File: config.mk
export PLATFORM = sky130hd
export DESIGN_NAME = keypad_conditioner_flat
export DESIGN_NICKNAME = d
export VERILOG_FILES = /design/src/rtl/keypad_conditioner_pkg.sv /design/src/rtl/keypad_conditioner_if.sv /design/src/rtl/keypad_conditioner_key_filter.sv /design/src/rtl/keypad_conditioner.sv /design/src/flat_wrapper.sv
export SDC_FILE = /design/constraint.sdc
export NUM_CORES = 1
export LEC_CHECK = 0
export ABC_AREA = 1
export CAP_MARGIN = 20
export CORE_MARGIN = 5
export CORE_UTILIZATION = 35
export CTS_CLUSTER_SIZE = 40
export DETAILED_ROUTE_END_ITERATION = 10
export SYNTH_ARGS = -nofsm -noshare
export SYNTH_HDL_FRONTEND = slang
export SYNTH_SLANG_ARGS = --single-unit
File: constraint.sdc
create_clock -name clk -period 1.9 [get_ports clk]
set_clock_uncertainty 0.15 [all_clocks]
set_input_delay 0.285 -clock clk [delete_from_list [all_inputs] [get_ports clk]]
set_output_delay 0.285 -clock clk [all_outputs]
set_load 0.03 [all_outputs]
File: src/rtl/keypad_conditioner_pkg.sv
// Shared definitions for the keypad conditioner and the password checker.
// Holds the key width, the debounce defaults, the digit FSM encoding and
// the registered output bundle of the digit path.
package keypad_conditioner_pkg;

  localparam int KEY_W               = 10;
  localparam int DEF_DEBOUNCE_CYCLES = 16;
  localparam int DEF_CNT_W           = 5;

  typedef enum logic [1:0] {
    IDLE    = 2'd0,
    SETTLE  = 2'd1,
    HELD    = 2'd2,
    RELEASE = 2'd3
  } dig_state_e;

  typedef struct packed {
    logic [KEY_W-1:0] button;
    logic             btn_valid;
    logic             multi_err;
  } dig_out_t;

  // Exactly one bit set.
  function automatic logic is_onehot(input logic [KEY_W-1:0] v);
    return (v != '0) && ((v & (v - KEY_W'(1))) == '0);
  endfunction

endpackage

File: src/rtl/keypad_conditioner_if.sv
// Keypad conditioner signal bundle.
//   raw_btn/raw_start/raw_rmx : raw asynchronous key lines (keypad side)
//   button/btn_valid/start/rmx/multi_err : conditioned outputs
// master = keypad/consumer side, slave = conditioner side.
interface keypad_conditioner_if;
  import keypad_conditioner_pkg::*;

  logic [KEY_W-1:0] raw_btn;
  logic             raw_start;
  logic             raw_rmx;
  logic [KEY_W-1:0] button;
  logic             btn_valid;
  logic             start;
  logic             rmx;
  logic             multi_err;

  modport master (
    output raw_btn, raw_start, raw_rmx,
    input  button, btn_valid, start, rmx, multi_err
  );

  modport slave (
    input  raw_btn, raw_start, raw_rmx,
    output button, btn_valid, start, rmx, multi_err
  );

endinterface

File: src/rtl/keypad_conditioner_key_filter.sv
// Single-key conditioner: 2-flop synchroniser, debounce counter and
// rising-edge pulse of the debounced level.
//   clk, n_rst : clock, async active-low reset
//   raw        : raw asynchronous key line
//   pulse      : one-cycle pulse on each debounced press
module keypad_conditioner_key_filter #(
  parameter int DEBOUNCE_CYCLES = 16,
  parameter int CNT_W           = 5
) (
  input  logic clk,
  input  logic n_rst,
  input  logic raw,
  output logic pulse
);

  localparam logic [CNT_W-1:0] CNT_MAX = CNT_W'(DEBOUNCE_CYCLES - 1);

  logic [1:0]       sync_pipe;
  logic             level_q;
  logic [CNT_W-1:0] cnt_q;
  logic             pulse_q;

  // The counter only runs while the synchronised sample disagrees with the
  // accepted level; any agreeing sample restarts the run. It tops out at
  // CNT_MAX, where the level flips and the count restarts, so it never wraps.
  always_ff @(posedge clk or negedge n_rst) begin
    if (!n_rst) begin
      sync_pipe <= '0;
      level_q   <= 1'b0;
      cnt_q     <= '0;
      pulse_q   <= 1'b0;
    end else begin
      sync_pipe <= {sync_pipe[0], raw};
      pulse_q   <= 1'b0;
      if (sync_pipe[1] == level_q) begin
        cnt_q <= '0;
      end else if (cnt_q == CNT_MAX) begin
        level_q <= sync_pipe[1];
        cnt_q   <= '0;
        pulse_q <= sync_pipe[1];   // rising edge only; release is silent
      end else begin
        cnt_q <= cnt_q + CNT_W'(1);
      end
    end
  end

  assign pulse = pulse_q;

endmodule

File: src/rtl/keypad_conditioner.sv
// Keypad input conditioner: synchronises and debounces the 10 digit keys
// and the start/confirm keys. Digits come out as a held one-hot code with a
// one-cycle valid strobe; multi-key presses are rejected with multi_err.
//   clk, n_rst : clock, async active-low reset
//   kp         : slave side of keypad_conditioner_if (raw in, clean out)
module keypad_conditioner
  import keypad_conditioner_pkg::*;
#(
  parameter int DEBOUNCE_CYCLES = DEF_DEBOUNCE_CYCLES,  // 2 .. 2**CNT_W-1
  parameter int CNT_W           = DEF_CNT_W
) (
  input  logic                  clk,
  input  logic                  n_rst,
  keypad_conditioner_if.slave   kp
);

  localparam logic [CNT_W-1:0] CNT_MAX = CNT_W'(DEBOUNCE_CYCLES - 1);

  // ---------------- start / rmx filters ----------------
  logic [1:0] raw_ev;
  logic [1:0] ev_pulse;

  assign raw_ev = {kp.raw_rmx, kp.raw_start};

  for (genvar i = 0; i < 2; i++) begin : g_filt
    keypad_conditioner_key_filter #(
      .DEBOUNCE_CYCLES(DEBOUNCE_CYCLES),
      .CNT_W          (CNT_W)
    ) u_key_filter (
      .clk  (clk),
      .n_rst(n_rst),
      .raw  (raw_ev[i]),
      .pulse(ev_pulse[i])
    );
  end

  assign kp.start = ev_pulse[0];
  assign kp.rmx   = ev_pulse[1];

  // ---------------- digit path ----------------
  logic [1:0][KEY_W-1:0] btn_sync;
  logic [KEY_W-1:0]      sync_btn;

  dig_state_e       state_q, state_d;
  logic [KEY_W-1:0] cand_q, cand_d;
  logic [CNT_W-1:0] cnt_q, cnt_d;
  logic             reject_q, reject_d;
  dig_out_t         out_q, out_d;

  assign sync_btn = btn_sync[1];

  always_ff @(posedge clk or negedge n_rst) begin
    if (!n_rst) begin
      btn_sync <= '0;
      state_q  <= IDLE;
      cand_q   <= '0;
      cnt_q    <= '0;
      reject_q <= 1'b0;
      out_q    <= '0;
    end else begin
      btn_sync <= {btn_sync[0], kp.raw_btn};
      state_q  <= state_d;
      cand_q   <= cand_d;
      cnt_q    <= cnt_d;
      reject_q <= reject_d;
      out_q    <= out_d;
    end
  end

  always_comb begin
    state_d          = state_q;
    cand_d           = cand_q;
    cnt_d            = cnt_q;
    reject_d         = reject_q;
    out_d            = out_q;
    out_d.btn_valid  = 1'b0;
    out_d.multi_err  = 1'b0;
    unique case (state_q)
      IDLE: begin
        if (sync_btn != '0) begin
          cand_d  = sync_btn;
          cnt_d   = '0;
          state_d = SETTLE;
        end
      end
      SETTLE: begin
        if (sync_btn == '0) begin
          state_d = IDLE;
        end else if (sync_btn != cand_q) begin
          // A different vector restarts the stability run.
          cand_d = sync_btn;
          cnt_d  = '0;
        end else if (cnt_q == CNT_MAX) begin
          state_d = HELD;
          if (is_onehot(cand_q)) begin
            out_d.button    = cand_q;
            out_d.btn_valid = 1'b1;
            reject_d        = 1'b0;
          end else begin
            out_d.button    = '0;
            out_d.multi_err = 1'b1;
            reject_d        = 1'b1;
          end
        end else begin
          cnt_d = cnt_q + CNT_W'(1);
        end
      end
      HELD: begin
        // Vector changes while held are ignored; only all-released matters.
        if (sync_btn == '0) begin
          cnt_d   = '0;
          state_d = RELEASE;
        end
      end
      RELEASE: begin
        if (sync_btn != '0) begin
          state_d = HELD;
        end else if (cnt_q == CNT_MAX) begin
          out_d.button = '0;
          state_d      = IDLE;
        end else begin
          cnt_d = cnt_q + CNT_W'(1);
        end
      end
      default: state_d = IDLE;
    endcase
  end

  assign kp.button    = out_q.button;
  assign kp.btn_valid = out_q.btn_valid;
  assign kp.multi_err = out_q.multi_err;

endmodule
File: src/flat_wrapper.sv
// flat-port wrapper written by rule: the top's interface ports become plain ports
module keypad_conditioner_flat import keypad_conditioner_pkg::*;
#(
  parameter int DEBOUNCE_CYCLES = DEF_DEBOUNCE_CYCLES,                    
  parameter int CNT_W           = DEF_CNT_W
)
  (clk, n_rst, kp_raw_btn, kp_raw_start, kp_raw_rmx, kp_button, kp_btn_valid, kp_start, kp_rmx, kp_multi_err);
  keypad_conditioner_if kp_i ();
  input  logic clk;
  input  logic n_rst;
  input wire logic [$bits(kp_i.raw_btn)-1:0] kp_raw_btn;
  input wire logic [$bits(kp_i.raw_start)-1:0] kp_raw_start;
  input wire logic [$bits(kp_i.raw_rmx)-1:0] kp_raw_rmx;
  output wire logic [$bits(kp_i.button)-1:0] kp_button;
  output wire logic [$bits(kp_i.btn_valid)-1:0] kp_btn_valid;
  output wire logic [$bits(kp_i.start)-1:0] kp_start;
  output wire logic [$bits(kp_i.rmx)-1:0] kp_rmx;
  output wire logic [$bits(kp_i.multi_err)-1:0] kp_multi_err;
  assign kp_i.raw_btn = kp_raw_btn;
  assign kp_i.raw_start = kp_raw_start;
  assign kp_i.raw_rmx = kp_raw_rmx;
  assign kp_button = kp_i.button;
  assign kp_btn_valid = kp_i.btn_valid;
  assign kp_start = kp_i.start;
  assign kp_rmx = kp_i.rmx;
  assign kp_multi_err = kp_i.multi_err;
  keypad_conditioner #(.DEBOUNCE_CYCLES(DEBOUNCE_CYCLES), .CNT_W(CNT_W)) u_core (.clk(clk), .n_rst(n_rst), .kp(kp_i));
endmodule
==> flow_metrics.env <==
export IMPL_status="finished clean"
export IMPL_syn_area_per_cell_sq_um=9.042
export IMPL_power_density_nw_per_um2=1186
export IMPL_end_kind="output port"
export IMPL_antenna_cells=0
export IMPL_via_per_inst=4.587
export IMPL_relSlewSlack_pct=73.88
export IMPL_cts_buffer_depth=2
export IMPL_first_pass_iters=4
export IMPL_grt_pass1_vias=2204
export IMPL_final_util_pct=45.15
export IMPL_period_share_pct=95.67
export IMPL_tightest_slew_ns=0.3890
export IMPL_fin_area_sq_um=3710
export IMPL_drt_total_wl_mm=5.535
export IMPL_slew_violations=0
export IMPL_die_h_microns=101.8
export IMPL_clk_insertion_delay_late_ns=0.35
export IMPL_place_area_sq_um=3368
export IMPL_synthAdderAreaFrac_pct=1.273
export IMPL_clkTransAtPathRegs_ns=0.07
export IMPL_grt_max_degree=68
export IMPL_hpwlAfterDp_mm=3.788
export IMPL_final_common_cell="nand2_1"
export IMPL_worstPathArrival_ns=1.38
export IMPL_core_sq_um=8217
export IMPL_hp_class="flop to flop"
export IMPL_gp_congestion=0.8193
export IMPL_critical_path_class="flop to output port"
export IMPL_tritoncts="yes"
export IMPL_die_x_microns=101.8
export IMPL_gr_max_usage_layer="met2"
export IMPL_synth_area_sq_um=2948
export IMPL_io_buffer_count=27
export IMPL_path_cells="clkdlybuf4s50_1"
export IMPL_vias=2211
export IMPL_synth_top_family_by_area="simple AND/OR/NAND/NOR gates"
export IMPL_worst_r2r_startpoint="u_core.sync_btn[1]"
export IMPL_critPathLaunchType="flop"
export IMPL_use_met3_pct=3.926
export IMPL_grt_usage_pct=11.77
export IMPL_critPathRequiredTime_ns=1.46
export IMPL_startpoint="u_core.kp.button[3]"
export IMPL_rows=33
export IMPL_fin_crit_ns=1.818
export IMPL_r2r_cells=8
export IMPL_async_reset_ff_share_pct=100.0
export IMPL_cts_sinks=67
export IMPL_drtIter0Drc=88
export IMPL_ys_flop_type="dfrtp_1"
export IMPL_synth_edf_count=0
export IMPL_final_nets=389
export IMPL_cp_max_fo=2
export IMPL_post_drt_wl_per_cell_microns=11.48
export IMPL_min_from="u_core.btn_sync[3]"
export IMPL_initial_core_util_pct=35.88
export IMPL_worstHoldPathCells=0
export IMPL_holdWs_ns=0.1999
export IMPL_power_leakage_nw=1.707
export IMPL_final_cell_mix="nand2_1, dfrtp_1, nor2_1"
export IMPL_crit_buf_inv=1
export IMPL_dieArea_sq_um=10360
export IMPL_ir_drop_uv=553.7
export IMPL_synthesis_nets=343
export IMPL_synth_area_mux_share_pct=0
export IMPL_slowest_delay_ns=0.67
export IMPL_ys_seq_area_share_pct=56.88
export IMPL_ant_nets=0
export IMPL_grt_pass1_wl_mm=9.528
export IMPL_synth_compound_area_share_pct=6.197
export IMPL_hold_viol=0
export IMPL_antenna_found_initial=0
export IMPL_synthXorXnorAreaFrac_pct=2.377
export IMPL_use_met1_pct=14.90
export IMPL_cts_buffers=9
export IMPL_area_growth_pct=25.85
export IMPL_ys_seq_elements=67
export IMPL_setup_viol=0
export IMPL_crit_slowest_cell="clkdlybuf4s50_1"
export IMPL_fill_cells=785
export IMPL_drc=0
export IMPL_cts_root_buf="clkbuf_8"
export IMPL_synth_cells=326
export IMPL_drv_cap=0
export IMPL_grt_overflow=0
export IMPL_timing_fmax_mhz=550.1
export IMPL_drive_above_1_share_pct=19.63
export IMPL_ios=28
export IMPL_synth_distinct_cells=31
export IMPL_cp_num_cells=1
export IMPL_synthSimpleGateAreaFrac_pct=28.06
export IMPL_cp_top_family="buffers and inverters"
export IMPL_htreeDepth=3
export IMPL_use_met2_pct=18.21
export IMPL_yosys_warnings=0
==> synth_stat cells, types with 4 or more instances <==
| master | n | share of area, % |
|---|---|---|
| a21oi_1 | 6 | 1.0 |
| dfrtp_1 | 67 | 57 |
| inv_1 | 28 | 3.6 |
| inv_2 | 4 | 0.51 |
| nand2_1 | 88 | 11 |
| nand3_1 | 22 | 3.7 |
| nor2_1 | 43 | 5.5 |
| nor2_2 | 6 | 1.3 |
| o21ai_0 | 13 | 2.2 |
| o21ai_1 | 11 | 1.9 |
| xnor2_1 | 4 | 1.2 |
| xor2_1 | 4 | 1.2 |
==> kinds of logic after synthesis <==
kind of cell             after synthesis
AND/OR/NAND/NOR                      179
flip-flops                            67
buffers and inverters                 35
XOR/XNOR                               8
adder cells (fa/ha/maj)                3
AO/OA/AOI/OAI                         34
==> routing by layer <==
layer / wire length [microns] / vias to the layer above
li1: - / 1127
met1: 2587 / 1032
met2: 2604 / 45
met3: 269 / 7
met4: 73 / 0
met5: 0 / -
==> worst paths after layout <==
kind                                        to  slack, ns
max reg2reg                u_core.kp.button[0]       0.10
max in group asynchronous     u_core.cand_q[5]       0.97
min in group asynchronous  u_core.kp.button[7]       0.32
min reg2reg                 u_core.sync_btn[3]       0.20
max                               kp_button[3]       0.08
min                         u_core.sync_btn[3]       0.20
==> where the power goes <==
group / internal (mW) / switching [mW] / leakage [nW]
clock network: 0.546 / 0.552 / 0.0915
registers: 1.63 / 0.275 / 0.845
logic: 0.513 / 0.881 / 0.771
total: 2.69 / 1.71 / 1.71
==> timing repair <==
item                                   4_1_cts  5_1_grt
hold buffers                                 1        0
setup endpoints to repair                    0       14
endpoints found under the hold margin       67        0
setup buffers                                0        3
gates resized for setup                      0       31
==> metrics by stage <==
| step | std cells | setup TNS (ns) | setup slack (ns) | power [mW] |
|---|---|---|---|---|
| final | 482 | 0 | 0.08225 | 4.400 |
| after global routing | 482 | -0.09649 | -0.02108 | 4.740 |
| after CTS | 478 | 0 | 0.0006084 | 4.288 |
| after detailed placement | 461 | 0 | 0.03435 | 3.157 |
| after global placement | 461 | 0 | 0.04545 | 3.131 |
| after floorplan | 326 | 0 | 0.2666 | 2.857 |
==> layout make-up <==
cell class / count / area, sq um / share of cell area (%)
multi-input combinational: 225 / 1225 / 33.02
timing repair buffer: 37 / 362.8 / 9.781
clock inverter: 5 / 37.54 / 1.012
inverter: 32 / 120.1 / 3.238
sequential: 67 / 1682 / 45.33
clock buffer: 11 / 151.4 / 4.081
tap: 105 / 131.4 / 3.541
==> flip-flops by register name, summed over array words and instances (netlist names), named ones only <==
register / flops
u_core.btn_sync: 10
u_core.cand_q: 10
u_core.cnt_q: 5
u_core.g_filt.u_key_filter.cnt_q: 10
u_core.g_filt.u_key_filter.level_q: 2
u_core.g_filt.u_key_filter.pulse: 2
u_core.g_filt.u_key_filter.sync_pipe: 4
u_core.kp.btn_valid: 1
u_core.kp.button: 10
u_core.kp.multi_err: 1
u_core.state_q: 1
u_core.sync_btn: 10
Power figures use the tool's default switching activity.
==> edit 1: new RTL, same flow settings <==
Set the package constant `DEF_CNT_W` to 10 (it was 5).
--- a/src/rtl/keypad_conditioner_pkg.sv
+++ b/src/rtl/keypad_conditioner_pkg.sv
@@ -5,7 +5,7 @@
 
   localparam int KEY_W               = 10;
   localparam int DEF_DEBOUNCE_CYCLES = 16;
-  localparam int DEF_CNT_W           = 5;
+  localparam int DEF_CNT_W           = 10;
 
   typedef enum logic [1:0] {
     IDLE    = 2'd0,
Behaviour: same outputs for any inputs over 10 cycles, from zero or initial values and one cycle with n_rst low; that may be too few to reach the edited logic, so the function may still have changed.
==> edit 1 against the original RTL <==
Final area is 24% higher. Sequential share of layout area fell by 0.48 points. Non-clock buffer count up 5. Highest routed layer unchanged. Worst setup slack lost 4.6 ps. Utilization shrank 0.72 points. Count of clock-buffer cells in the layout is 1 lower. Total power down 26%. Wire length increased by 30%. Sequential cell count rose by 15. Die area is 23% higher. Synthesized area is 26% higher.
==> edit 1: results <==
{
  "powerSeq_mw": 1.83,
  "seqCellArea_sq_um": 2060,
  "num_vias": 2905,
  "p_leak_nw": 2.16,
  "grt_pass1_wl_microns": 12400,
  "startpoint": "u_core.kp.button[8]",
  "viasPerCell": 4.68,
  "r2r-start": "u_core.cnt_q[0]",
  "synthTopCellsByCount": "102 x nand2_1, 82 x dfrtp_1, 60 x nor2_1",
  "status": "complete, no violations",
  "r2r_end": "u_core.kp.button[2]",
  "p_switching_mw": 0.830,
  "placed_cells": 596,
  "clkbuf_count": 10,
  "tightestPinTransition_ps": 463,
  "syn_inst": 427,
  "n_all_inverters": 52,
  "fill_cells": 1013,
  "peakVddDrop_uv": 509,
  "ys_seq_area_frac": 0.552,
  "grt_use_total": 0.119,
  "dr.first_iter.drc_count": 90,
  "grt_pass1_vias": 2737,
  "multi_input_area_share": 0.339,
  "nets": 497,
  "n_all_buffers": 42,
  "clkSinkCount": 82,
  "drive_gt1_frac": 0.155,
  "reg2reg_depth": 9,
  "post_drt_wl_per_cell_microns": 11.6,
  "place.gp.congestion": 0.791,
  "dp_hpwl_microns": 5140,
  "syn_nets": 444,
  "nonClkBufAreaFrac": 0.0897,
  "synthAdderAreaFrac": 0.0101,
  "endpoint": "kp_button[8]",
  "synth_area_leaders": "dfrtp_1 55%, nand2_1 10%, nor2_1 6.1%",
  "holdPathEnd": "u_core.sync_btn[6]"
}
## edit 1: routing by layer
layer | up-vias | track usage | part of all wire
met5 | - | 0 | 0
met4 | 0 | 0.0313 | 0.012
met3 | 11 | 0.0422 | 0.052
met2 | 56 | 0.180 | 0.45
met1 | 1355 | 0.161 | 0.48
li1 | 1483 | - | -
## edit 1: through the flow
step / power (mW) / hold WS, ps / setup slack (ps) / cell area [sq um]
3_5_place_dp: 2.04 / 131 / 44.4 / 4230
5_1_grt: 3.43 / 173 / -19.0 / 4590
6_report: 3.24 / 196 / 77.7 / 4590
3_3_place_gp: 2.04 / 121 / 83.5 / 4230
2_1_floorplan: 1.94 / -161 / 245 / 3720
4_1_cts: 3.29 / 193 / 11.8 / 4440
==> edit 2: new RTL, config.mk and constraints unchanged <==
Without the edit above. Make the reset (`n_rst`) synchronous in 2 clocked blocks. Comments in the files are not updated.
--- a/src/rtl/keypad_conditioner_key_filter.sv
+++ b/src/rtl/keypad_conditioner_key_filter.sv
@@ -23,7 +23,7 @@
   // The counter only runs while the synchronised sample disagrees with the
   // accepted level; any agreeing sample restarts the run. It tops out at
   // CNT_MAX, where the level flips and the count restarts, so it never wraps.
-  always_ff @(posedge clk or negedge n_rst) begin
+  always_ff @(posedge clk) begin
     if (!n_rst) begin
       sync_pipe <= '0;
       level_q   <= 1'b0;
--- a/src/rtl/keypad_conditioner.sv
+++ b/src/rtl/keypad_conditioner.sv
@@ -49,7 +49,7 @@
 
   assign sync_btn = btn_sync[1];
 
-  always_ff @(posedge clk or negedge n_rst) begin
+  always_ff @(posedge clk) begin
     if (!n_rst) begin
       btn_sync <= '0;
       state_q  <= IDLE;
Behaviour: no difference found for any inputs over 10 cycles, from zero or initial values and one cycle with n_rst low; that may be too few to reach the edited logic, so the function may still have changed.
==> edit 2 against the original RTL <==
Synthesized area shrank 0.89%. Final area shrank 3.3%. Wire length shrank 4.8%. Total power shrank 4.2%. Clock power grew 30%. Sequential cell count is the same. Highest routed layer unchanged. Final cell count grew 13%. Worst setup slack gained 24 ps. Critical endpoint is now kp_button[7].
==> edit 2: results <==
{
  "tritoncts": "yes",
  "portBuffers": 27,
  "grt_use_total": 0.108,
  "async_flop_share": 0,
  "status": "complete, no violations",
  "p_leak_nw": 1.63,
  "use_met2": 0.158,
  "cts-root-buf": "clkbuf_8",
  "crit_fanout": 2,
  "peakVddDrop_uv": 512,
  "grt_pass1_vias": 2029,
  "tightestPinTransition_ps": 318,
  "drive_gt1_frac": 0.130,
  "dr.first_iter.drc_count": 80,
  "netSwitchingFraction": 0.320,
  "cts_buffer_depth": 2,
  "arrival_ps": 1360,
  "crit_family": "buffers and inverters",
  "place.gp.congestion": 0.786,
  "cts_made_buffers": 9,
  "clkSlewWorstSetupHoldPaths_ps": 70,
  "hold_buffers": 0,
  "post_drt_wl_per_cell_microns": 9.68,
  "ys_types": 30,
  "use_met1": 0.140,
  "dp_hpwl_microns": 3660,
  "multi_input_area_sq_um": 1290,
  "diodes": 0,
  "ys.warnings.count": 0,
  "num_vias": 2338,
  "hold_class": "register to register",
  "postPlaceCellArea_sq_um": 3290,
  "grt_max_degree": 45,
  "clock_latency_ps": 350,
  "grt_antenna_before_repair": 0,
  "htreeDepth": 3,
  "synth_area_leaders": "dfxtp_1 46%, nand2_1 11%, inv_1 7.7%",
  "slowest_stage": "clkdlybuf4s50_1",
  "grt_pass1_wl_microns": 8800,
  "nets": 454,
  "crit_path_max_incr_delay_ps": 680,
  "synthTopCellsByCount": "89 x nand2_1, 67 x dfxtp_1, 60 x inv_1",
  "dp_slack_ps": 43.7,
  "fill_cells": 861,
  "grt_use_met3": 0.0393,
  "syn_nets": 421,
  "ys_seq_area_frac": 0.459,
  "drt-pass1-iter-count": 4
}
[edit 2: cell count changes after synthesis, sizes merged, moves of 3 or more]
cell    change
clkbuf      +4
inv        +34
o21ai       -8
nor3        +7
a21oi      +13
dfxtp      +67
nand4       -3
nor2       +14
buf         +6
dfrtp      -67
[edit 2: cell type report]
type | count | area share
Sequential cell | 67 | 0.375
Inverter | 66 | 0.0691
Tap cell | 105 | 0.0366
Clock buffer | 11 | 0.0394
Timing Repair Buffer | 33 | 0.0914
Clock inverter | 4 | 0.0276
Multi-Input combinational cell | 258 | 0.361
[edit 2: tightest hold or removal path, stage by stage (launching register included)]
cell and delay [ps]:
dfxtp_1 300, nand2_1 40, inv_1 40
[edit 2: worst paths after layout]
check                                                                 from                                         end  slack, ps  depth (start not counted)
worst max-delay path                                   u_core.kp.button[7]                                kp_button[7]        110                          1
worst min-delay path            u_core.g_filt[1].u_key_filter.sync_pipe[0]  u_core.g_filt[1].u_key_filter.sync_pipe[1]        260                          2
worst max register to register                            u_core.cand_q[0]                         u_core.kp.button[0]        160                          8
worst min register to register  u_core.g_filt[1].u_key_filter.sync_pipe[0]  u_core.g_filt[1].u_key_filter.sync_pipe[1]        260                          2
[edit 2: timing repair]
item | CTS | global route
endpoints found under the setup margin | 0 | 18
buffers inserted | 0 | 1
resized for setup | 0 | 11
[edit 2: logic make-up after synthesis]
kind of cell | share of synthesized area
AOI/OAI and AO/OA | 0.0728
xor gates and xnor gates | 0.0300
adders and majority gates | 0.0214
buffers and inverters | 0.114
DFF | 0.459
and+or+nand+nor | 0.302
[edit 2: metrics by stage]
step | TNS, ps | cells
3_5_place_dp | 0 | 526
2_1_floorplan | 0 | 402
5_1_grt | -1.48 | 544
3_3_place_gp | 0 | 526
4_1_cts | 0 | 541
6_report | 0 | 544
[edit 2: power by group through the flow]
stage                     registers, mW  clock network (mW)  logic (mW)
after global routing               1.70                1.54        1.25
after detailed placement           1.71                   0        1.05
after global placement             1.70                   0        1.03
final                              1.68                1.43        1.11
after CTS                          1.68                1.47        1.05
after floorplan                    1.77                   0       0.768
[edit 2: metal layers]
metal | up-vias | wire, microns
met5 | - | 0
met4 | 0 | 151
met3 | 20 | 307
met2 | 45 | 2250
met1 | 977 | 2560
li1 | 1296 | -
